**src/rtl/dma_icb_arb.sv**
```systemverilog
// Two-requester ICB arbiter: round-robin command grant with hold-while-stalled and an in-order ID FIFO
// that routes each response to its issuer. Define DMA_ARB_FIXED_PRIO_EN to give r0 fixed priority.
module dma_icb_arb #(
  parameter int OST_DEPTH = 4,
  parameter int AW        = 32,
  parameter int DW        = 32
) (
  input  logic            clk,
  input  logic            rst,
  input  logic            r0_icb_cmd_valid,
  output logic            r0_icb_cmd_ready,
  input  logic            r0_icb_cmd_read,
  input  logic [AW-1:0]   r0_icb_cmd_addr,
  input  logic [DW-1:0]   r0_icb_cmd_wdata,
  input  logic [DW/8-1:0] r0_icb_cmd_wmask,
  output logic            r0_icb_rsp_valid,
  input  logic            r0_icb_rsp_ready,
  output logic [DW-1:0]   r0_icb_rsp_rdata,
  output logic            r0_icb_rsp_err,
  input  logic            r1_icb_cmd_valid,
  output logic            r1_icb_cmd_ready,
  input  logic            r1_icb_cmd_read,
  input  logic [AW-1:0]   r1_icb_cmd_addr,
  input  logic [DW-1:0]   r1_icb_cmd_wdata,
  input  logic [DW/8-1:0] r1_icb_cmd_wmask,
  output logic            r1_icb_rsp_valid,
  input  logic            r1_icb_rsp_ready,
  output logic [DW-1:0]   r1_icb_rsp_rdata,
  output logic            r1_icb_rsp_err,
  output logic            dma_icb_cmd_valid,
  input  logic            dma_icb_cmd_ready,
  output logic            dma_icb_cmd_read,
  output logic [AW-1:0]   dma_icb_cmd_addr,
  output logic [DW-1:0]   dma_icb_cmd_wdata,
  output logic [DW/8-1:0] dma_icb_cmd_wmask,
  input  logic            dma_icb_rsp_valid,
  output logic            dma_icb_rsp_ready,
  input  logic [DW-1:0]   dma_icb_rsp_rdata,
  input  logic            dma_icb_rsp_err
);

  localparam int PW = $clog2(OST_DEPTH);
  localparam int CW = PW + 1;
  localparam logic [CW-1:0] FULL_CNT = CW'(OST_DEPTH);

  logic                 last_gnt;
  logic                 lock;
  logic                 lock_id;
  logic                 grant;
  logic [OST_DEPTH-1:0] id_fifo;
  logic [PW-1:0]        wr_ptr;
  logic [PW-1:0]        rd_ptr;
  logic [CW-1:0]        cnt;
  logic                 fifo_full;
  logic                 fifo_empty;
  logic                 head;
  logic                 cmd_hs;
  logic                 rsp_hs;

  assign fifo_full  = (cnt == FULL_CNT);
  assign fifo_empty = (cnt == '0);
  assign head       = id_fifo[rd_ptr];

  // A stalled command keeps its grant; otherwise alternate on contention.
  always_comb begin
    grant = 1'b0;
    if (lock) begin
      grant = lock_id;
    end else if (r0_icb_cmd_valid && r1_icb_cmd_valid) begin
`ifdef DMA_ARB_FIXED_PRIO_EN
      grant = 1'b0;
`else
      grant = ~last_gnt;
`endif
    end else if (r1_icb_cmd_valid) begin
      grant = 1'b1;
    end
  end

  assign dma_icb_cmd_valid = (grant ? r1_icb_cmd_valid : r0_icb_cmd_valid) & ~fifo_full;
  assign dma_icb_cmd_read  = grant ? r1_icb_cmd_read  : r0_icb_cmd_read;
  assign dma_icb_cmd_addr  = grant ? r1_icb_cmd_addr  : r0_icb_cmd_addr;
  assign dma_icb_cmd_wdata = grant ? r1_icb_cmd_wdata : r0_icb_cmd_wdata;
  assign dma_icb_cmd_wmask = grant ? r1_icb_cmd_wmask : r0_icb_cmd_wmask;
  assign r0_icb_cmd_ready  = ~grant & dma_icb_cmd_ready & ~fifo_full;
  assign r1_icb_cmd_ready  =  grant & dma_icb_cmd_ready & ~fifo_full;
  assign cmd_hs            = dma_icb_cmd_valid & dma_icb_cmd_ready;

  // Responses return in issue order, so the FIFO head names the owner.
  assign dma_icb_rsp_ready = ~fifo_empty & (head ? r1_icb_rsp_ready : r0_icb_rsp_ready);
  assign r0_icb_rsp_valid  = dma_icb_rsp_valid & ~fifo_empty & ~head;
  assign r1_icb_rsp_valid  = dma_icb_rsp_valid & ~fifo_empty &  head;
  assign r0_icb_rsp_rdata  = dma_icb_rsp_rdata;
  assign r1_icb_rsp_rdata  = dma_icb_rsp_rdata;
  assign r0_icb_rsp_err    = dma_icb_rsp_err;
  assign r1_icb_rsp_err    = dma_icb_rsp_err;
  assign rsp_hs            = dma_icb_rsp_valid & dma_icb_rsp_ready;

  always_ff @(posedge clk) begin
    if (rst) begin
      last_gnt <= 1'b1;
      lock     <= 1'b0;
      lock_id  <= 1'b0;
      wr_ptr   <= '0;
      rd_ptr   <= '0;
      cnt      <= '0;
    end else begin
      if (dma_icb_cmd_valid && !dma_icb_cmd_ready) begin
        lock    <= 1'b1;
        lock_id <= grant;
      end else if (cmd_hs) begin
        lock <= 1'b0;
      end
      if (cmd_hs) begin
        last_gnt <= grant;
        wr_ptr   <= wr_ptr + 1'b1;
      end
      if (rsp_hs) begin
        rd_ptr <= rd_ptr + 1'b1;
      end
      case ({cmd_hs, rsp_hs})
        2'b10:   cnt <= cnt + 1'b1;
        2'b01:   cnt <= cnt - 1'b1;
        default: cnt <= cnt;
      endcase
    end
  end

  // ID storage needs no reset; the pointers and count define what is valid.
  always_ff @(posedge clk) begin
    if (cmd_hs) begin
      id_fifo[wr_ptr] <= grant;
    end
  end

endmodule

```
**config.mk**
```make
export PLATFORM = sky130hd
export DESIGN_NAME = dma_icb_arb
export DESIGN_NICKNAME = d
export VERILOG_FILES = /design/src/rtl/dma_icb_arb.sv
export SDC_FILE = /design/constraint.sdc
export NUM_CORES = 1
export LEC_CHECK = 0
export BUFFER_PORTS_ARGS = -buffer_cell sky130_fd_sc_hd__buf_2
export CAP_MARGIN = 20
export CORE_AREA = 2 2 125 127
export CTS_BUF_LIST = sky130_fd_sc_hd__clkbuf_2 sky130_fd_sc_hd__clkbuf_4 sky130_fd_sc_hd__clkbuf_8
export CTS_CLUSTER_DIAMETER = 40
export DETAILED_ROUTE_END_ITERATION = 8
export DIE_AREA = 0 0 127 129
export HOLD_SLACK_MARGIN = 0.02
export PLACE_DENSITY = 0.45
export SYNTH_ARGS = -nofsm -noshare
export SYNTH_HDL_FRONTEND = slang
export SYNTH_SLANG_ARGS = --single-unit
```
**constraint.sdc**
```tcl
create_clock -name clk -period 6.8 [get_ports clk]
set_input_delay 0.68 -clock clk [delete_from_list [all_inputs] [get_ports clk]]
set_output_delay 0.68 -clock clk [all_outputs]
set_load 0.02 [all_outputs]
```
# After elaboration in Yosys (flattened, before gate mapping)
# Index checks and enable logic that the tools add are counted.
# W data, S select, Z words.
# classes
add_sub_neg	4
mul	0
n_div	0
order_cmp	3
n_eq_ne	3
shift	0
n_mux	17
bitwise	16
n_reduce_logical	7
# ops
cell	count
$mux W32	2
$and A1 B1 Y1	11
$mux W1	10
$lt A2 B3 Y1 const B	2
$pmux W3 S2	1
$not A1 Y1	5
$add A2 B1 Y2 const B	2
$bwmux W4	1
$mux W4	1
$reduce_bool A2 Y1	2
$add A3 B1 Y3 const B	1
$eq A3 B3 Y1 const B	1
$logic_and A1 B1 Y1	3
$logic_not A3 Y1	1
$sub A3 B1 Y3 const B	1
$bmux W1 S2	1
$demux W1 S2	1
$eq A2 B1 Y1 const B	1
$eq A2 B2 Y1 const B	1
$ge A2 B1 Y1 const B	1
$logic_not A1 Y1	1
# word_totals
ff_bits	14
latch_bits	0
ramBits	0
mem_bits_ro	0
in_bits	179
out_inout_bits	141
word_cells	57
mem_count	0

# Depth between registers and ports, before layout
# logic_depth
depth_word	8
ltp_mapped	10

# Worst setup path after synthesis
# No wires, ideal clock.
# synth_path
path_kind	input to register
startpoint	in r1_icb_cmd_valid
endpoint	reg cnt[2]
setup_time_ns	0.071
arrival_ns	2.466
required_ns	6.729
path_slack_ns	4.263
stages	10
path_buffers	0
cell_sequence	mux2i_1 -> a211oi_4 -> and2_1 -> inv_1 -> ha_1 -> inv_1 -> fa_1 -> xor2_1 -> or3_1 -> a21oi_1
# synth_between
elab_chain_len	8
elab_cells_between_ends	11
classes_between	eq/ne: 2; mux: 5; bitwise: 2; reduce/logical: 2
# synth_rtl
element	line	text
start, declared	20	input logic r1_icb_cmd_valid,
$mux W1 or $logic_and A1 B1 Y1 (tied branches)	75, 69	
$mux W1	69	end else if (r0_icb_cmd_valid && r1_icb_cmd_valid) begin
$mux W1	67	if (lock) begin
$mux W1 *	80	assign dma_icb_cmd_valid = (grant ? r1_icb_cmd_valid : r0_icb_cmd_valid) & ~fifo_full;
$and A1 B1 Y1 *	80	
via dma_icb_cmd_valid	30	output logic dma_icb_cmd_valid,
$and A1 B1 Y1 *	87	assign cmd_hs = dma_icb_cmd_valid & dma_icb_cmd_ready;
$eq A2 B1 Y1 or $eq A2 B2 Y1 (tied branches)	121	case ({cmd_hs, rsp_hs})
$pmux W3 S2 or $reduce_bool A2 Y1 (tied branches)	-	
end signal, assigned	122	2'b10: cnt <= cnt + 1'b1;
end signal, assigned	123	2'b01: cnt <= cnt - 1'b1;
end signal, assigned	124	default: cnt <= cnt;
end, declared	53	logic [CW-1:0] cnt;
# The timed path passes the listed nets; every way through them passes the cells marked *.
# A chain may end at the register's enable or synchronous reset.

# Worst setup path in the final report
# layout_path
startpoint	in r1_icb_cmd_valid
endpoint	out dma_icb_cmd_wdata[14]
# layout_between
elab_chain_len	4
elab_cells_between_ends	5
classes_between	mux: 4; reduce/logical: 1
# layout_rtl
element	line	text
$mux W1 or $logic_and A1 B1 Y1 (tied branches)	75, 69	
$mux W1 *	69	
$mux W1 *	67	
$mux W32 *	83	assign dma_icb_cmd_wdata = grant ? r1_icb_cmd_wdata : r0_icb_cmd_wdata;
end, declared	34	output logic [DW-1:0] dma_icb_cmd_wdata,
# Every way passes the cells marked *; elsewhere a longest branch is shown, timed or not.

==> results by group <==
Timing
  • Period minus WS final: 3.50 ns
  • Slew HR: 53.1%
  • RSZ-0062 raised after global routing: no
  • TNS Setup: 0 ns
  • FMAX: 285 MHz
  • Tcrit/Tclk final: 51.5%
  • Slew Limit Fails: 0
  • Hold Fails Final Rpt: 0
  • Layout Skew: 0.000941 ns
  • Worst Tran Pin Value: between 0.7 and 0.8 ns
  • Setup-failing EPs final: 0

Worst setup path
  • Largest fanout on the critical path: 39
  • Critical path class: in2out
  • Worst Setup End Kind: output pin
  • CP Data Required Time: 6.12 ns
  • Crit path from: r1_icb_cmd_valid
  • R2R Path Start: rd_ptr[1]
  • Reg2reg path depth: 10
  • Worst R2R Setup Slack: 4.33 ns
  • CP startpoint kind: input port
  • Arrival time worst endpoint: ~2.8 ns
  • RR Endpoint: cnt[2]

Yosys
  • Top FF cell, synth: dfxtp_1
  • Post-synth top area share: 41.7%
  • Synth Instances: 232
  • Largest cells by area after synthesis: mux2_4, buf_4, dfxtp_1, edfxtp_1, buf_6
  • Syn nets: between 400 and 500
  • Synth area leader: mux2_4
  • Post-synth cell types: 32
  • FF+latch count, synth: 14
  • Seq/Total Area, Yosys: 13.1%
  • Synth warn: 0
  • Number of synthesized flops with an enable pin: 4
  • Post-synthesis async set-or-reset flop share: 0%
  • Syn Std Cell Area: 2450 sq um
  • Mean Syn Cell Area: 10.6 sq um

Route
  • Routed vias: 2135
  • First-iteration detailed-routing DRC count: 78
  • Final wirelength: about 7600 um
  • Final antenna-violating net count: 0
  • Vias per cell: about 3.7
  • Drt pass-1 iters: 4
  • Average wire per standard cell: ~13 um
  • DRC: 0

CTS
  • Worst-skew pair later-pin latency: 0.24 ns
  • Post-CTS sizing: 0
  • CTS tree: yes
  • CTS Hold Buffers Added: 0
  • Root Buffer: clkbuf_8
  • H-tree depth: 1
  • Post-CTS setup buffer count: 0
  • Clock Path Buffers: 2
  • TritonCTS buffer count: 3
  • Clock-pin slew on the worst setup and hold paths: 0.06 ns
  • Clock sink count: 14

Worst hold path
  • Min-Delay Path Depth: 2
  • Hold WC Path Type: reg2reg
  • HP Start: wr_ptr[0]
  • WHS Endpoint: wr_ptr[0]

Placement
  • Detailed placer's ending HPWL: 6680 um
  • Final Wtd Congestion: 0.692
  • Port-buffer cells: 220

Floorplanning
  • Die Ht: 129 um
  • Die ar.: 16400 sq um
  • Initial Util: 16.4%
  • Die width: about 130 um
  • Cell row count: 45
  • Core ar.: 15000 sq um
  • # IOs: 320

Global routing
  • First-pass GRT wire length: 9900 um
  • Number of global-route vias before repair: 1913
  • Initial antenna violation count: 0
  • Gr usage total: under 10%
  • Largest net degree at the start of global routing: 40
  • GRT overflow: 0

Run status
  • Outcome: complete, no violations

Power and ir drop
  • Total power: 0.498 mW
  • Max VDD drop: ~0.057 mV
  • P_leak: 1.86 nW
  • PwrDens: 153 nW/um^2

Finish
  • Fin nets: 568
  • P&R area growth vs syn: 32.9%
  • Layout cell share with drive strength beyond 1: 79.3%
  • Antenna Cells: 0

Flow run
  • Max-cap violations: 0
==> how the worst max path moves through the flow <==
| stage | end | slack, ns | cells past startpoint |
|---|---|---|---|
| 2_1_floorplan | cnt[2] | 4.26 | 10 |
| 3_3_place_gp | dma_icb_cmd_wdata[14] | 3.31 | 7 |
| 3_5_place_dp | dma_icb_cmd_wdata[14] | 3.29 | 7 |
| 4_1_cts | dma_icb_cmd_wdata[14] | 3.28 | 7 |
| 5_1_grt | dma_icb_cmd_wdata[14] | 3.16 | 7 |
| 6_report | dma_icb_cmd_wdata[14] | 3.30 | 7 |
==> critical path, stage by stage <==
cell and delay, ns:
buf_2 0.13, nor2b_2 0.16, nand2_1 0.06, and2_4 0.52, buf_4 0.69, mux2_4 0.36
buf_2 0.16
==> layout make-up <==
type	instances	area, sq um
fillers	1656	11700
multi-input cells	133	1510
repair buffers	221	1110
flip-flops and latches	14	320
well taps	188	235
clock buffers	4	48.8
inverters	10	37.5
==> Yosys cell counts (all sizes together) (2+ instances only) <==
master	n
buf	74
dfxtp	10
a21oi	4
nor2b	2
edfxtp	4
ha	5
o21ai	4
mux2i	4
nor2	12
nand2	4
nor3	3
and2	3
mux2	73
nand4	2
o31ai	2
inv	10
and3	5
xor2	2
==> registers in the layout (all words and copies together), names as in the netlist <==
name and cells:
id_fifo 4, cnt 3, rd_ptr 2, wr_ptr 2
last_gnt 1, lock 1, lock_id 1
==> stage by stage <==
stage,instance area [sq um],hold WS (ns),instances,utilization [%],setup WS (ns)
after global placement,3210,0.498,566,21.4,3.31
after floorplan,2450,0.470,232,-,4.26
final,3260,0.509,570,21.7,3.30
after detailed placement,3210,0.505,566,21.4,3.29
after CTS,3260,0.513,570,21.7,3.28
after global routing,3260,0.555,570,21.7,3.16
==> layer usage <==
| metal | global-route usage, % | vias up | share of wire, % |
|---|---|---|---|
| met5 | 0 | - | 0 |
| met4 | 1.42 | 0 | 0.97 |
| met3 | 2.45 | 10 | 10 |
| met2 | 12.5 | 118 | 48 |
| met1 | 9.52 | 976 | 40 |
| li1 | - | 1031 | - |
==> cell usage in the layout, fill, tap and decap left out, drive strengths merged <==
| cell type | n |
|---|---|
| nor2b | 2 |
| buf | 221 |
| a211oi | 1 |
| nor3b | 1 |
| ha | 5 |
| o21ba | 1 |
| nand2 | 4 |
| nand2b | 1 |
| nand4 | 2 |
| o21ai | 4 |
| and2 | 3 |
| clkbuf | 4 |
| o311ai | 1 |
| edfxtp | 4 |
| fa | 1 |
| nor2 | 12 |
| mux2 | 73 |
| inv | 10 |
| a21oi | 4 |
| a311oi | 1 |
| dfxtp | 10 |
| or3 | 1 |
| xor2 | 2 |
| mux2i | 4 |
| o31ai | 2 |
| nor3 | 3 |
| and3 | 5 |
==> report_power, final <==
part	leakage (nW)	switching [mW]	internal [mW]	total, mW
registers	0.119	0.00976	0.0952	0.105
logic	1.71	0.162	0.157	0.320
clock network	0.0262	0.0281	0.0454	0.0734
total	1.86	0.200	0.298	0.498
==> logic make-up after synthesis <==
family / share of synthesized area [%]
buffers and inverters: 25.6
muxes: 45.6
and+or+nand+nor: 7.46
AOI/OAI and AO/OA: 4.19
DFF: 13.1
adders and majority gates: 3.37
xor gates and xnor gates: 0.715
No activity file was read; power rests on OpenSTA's default activity.
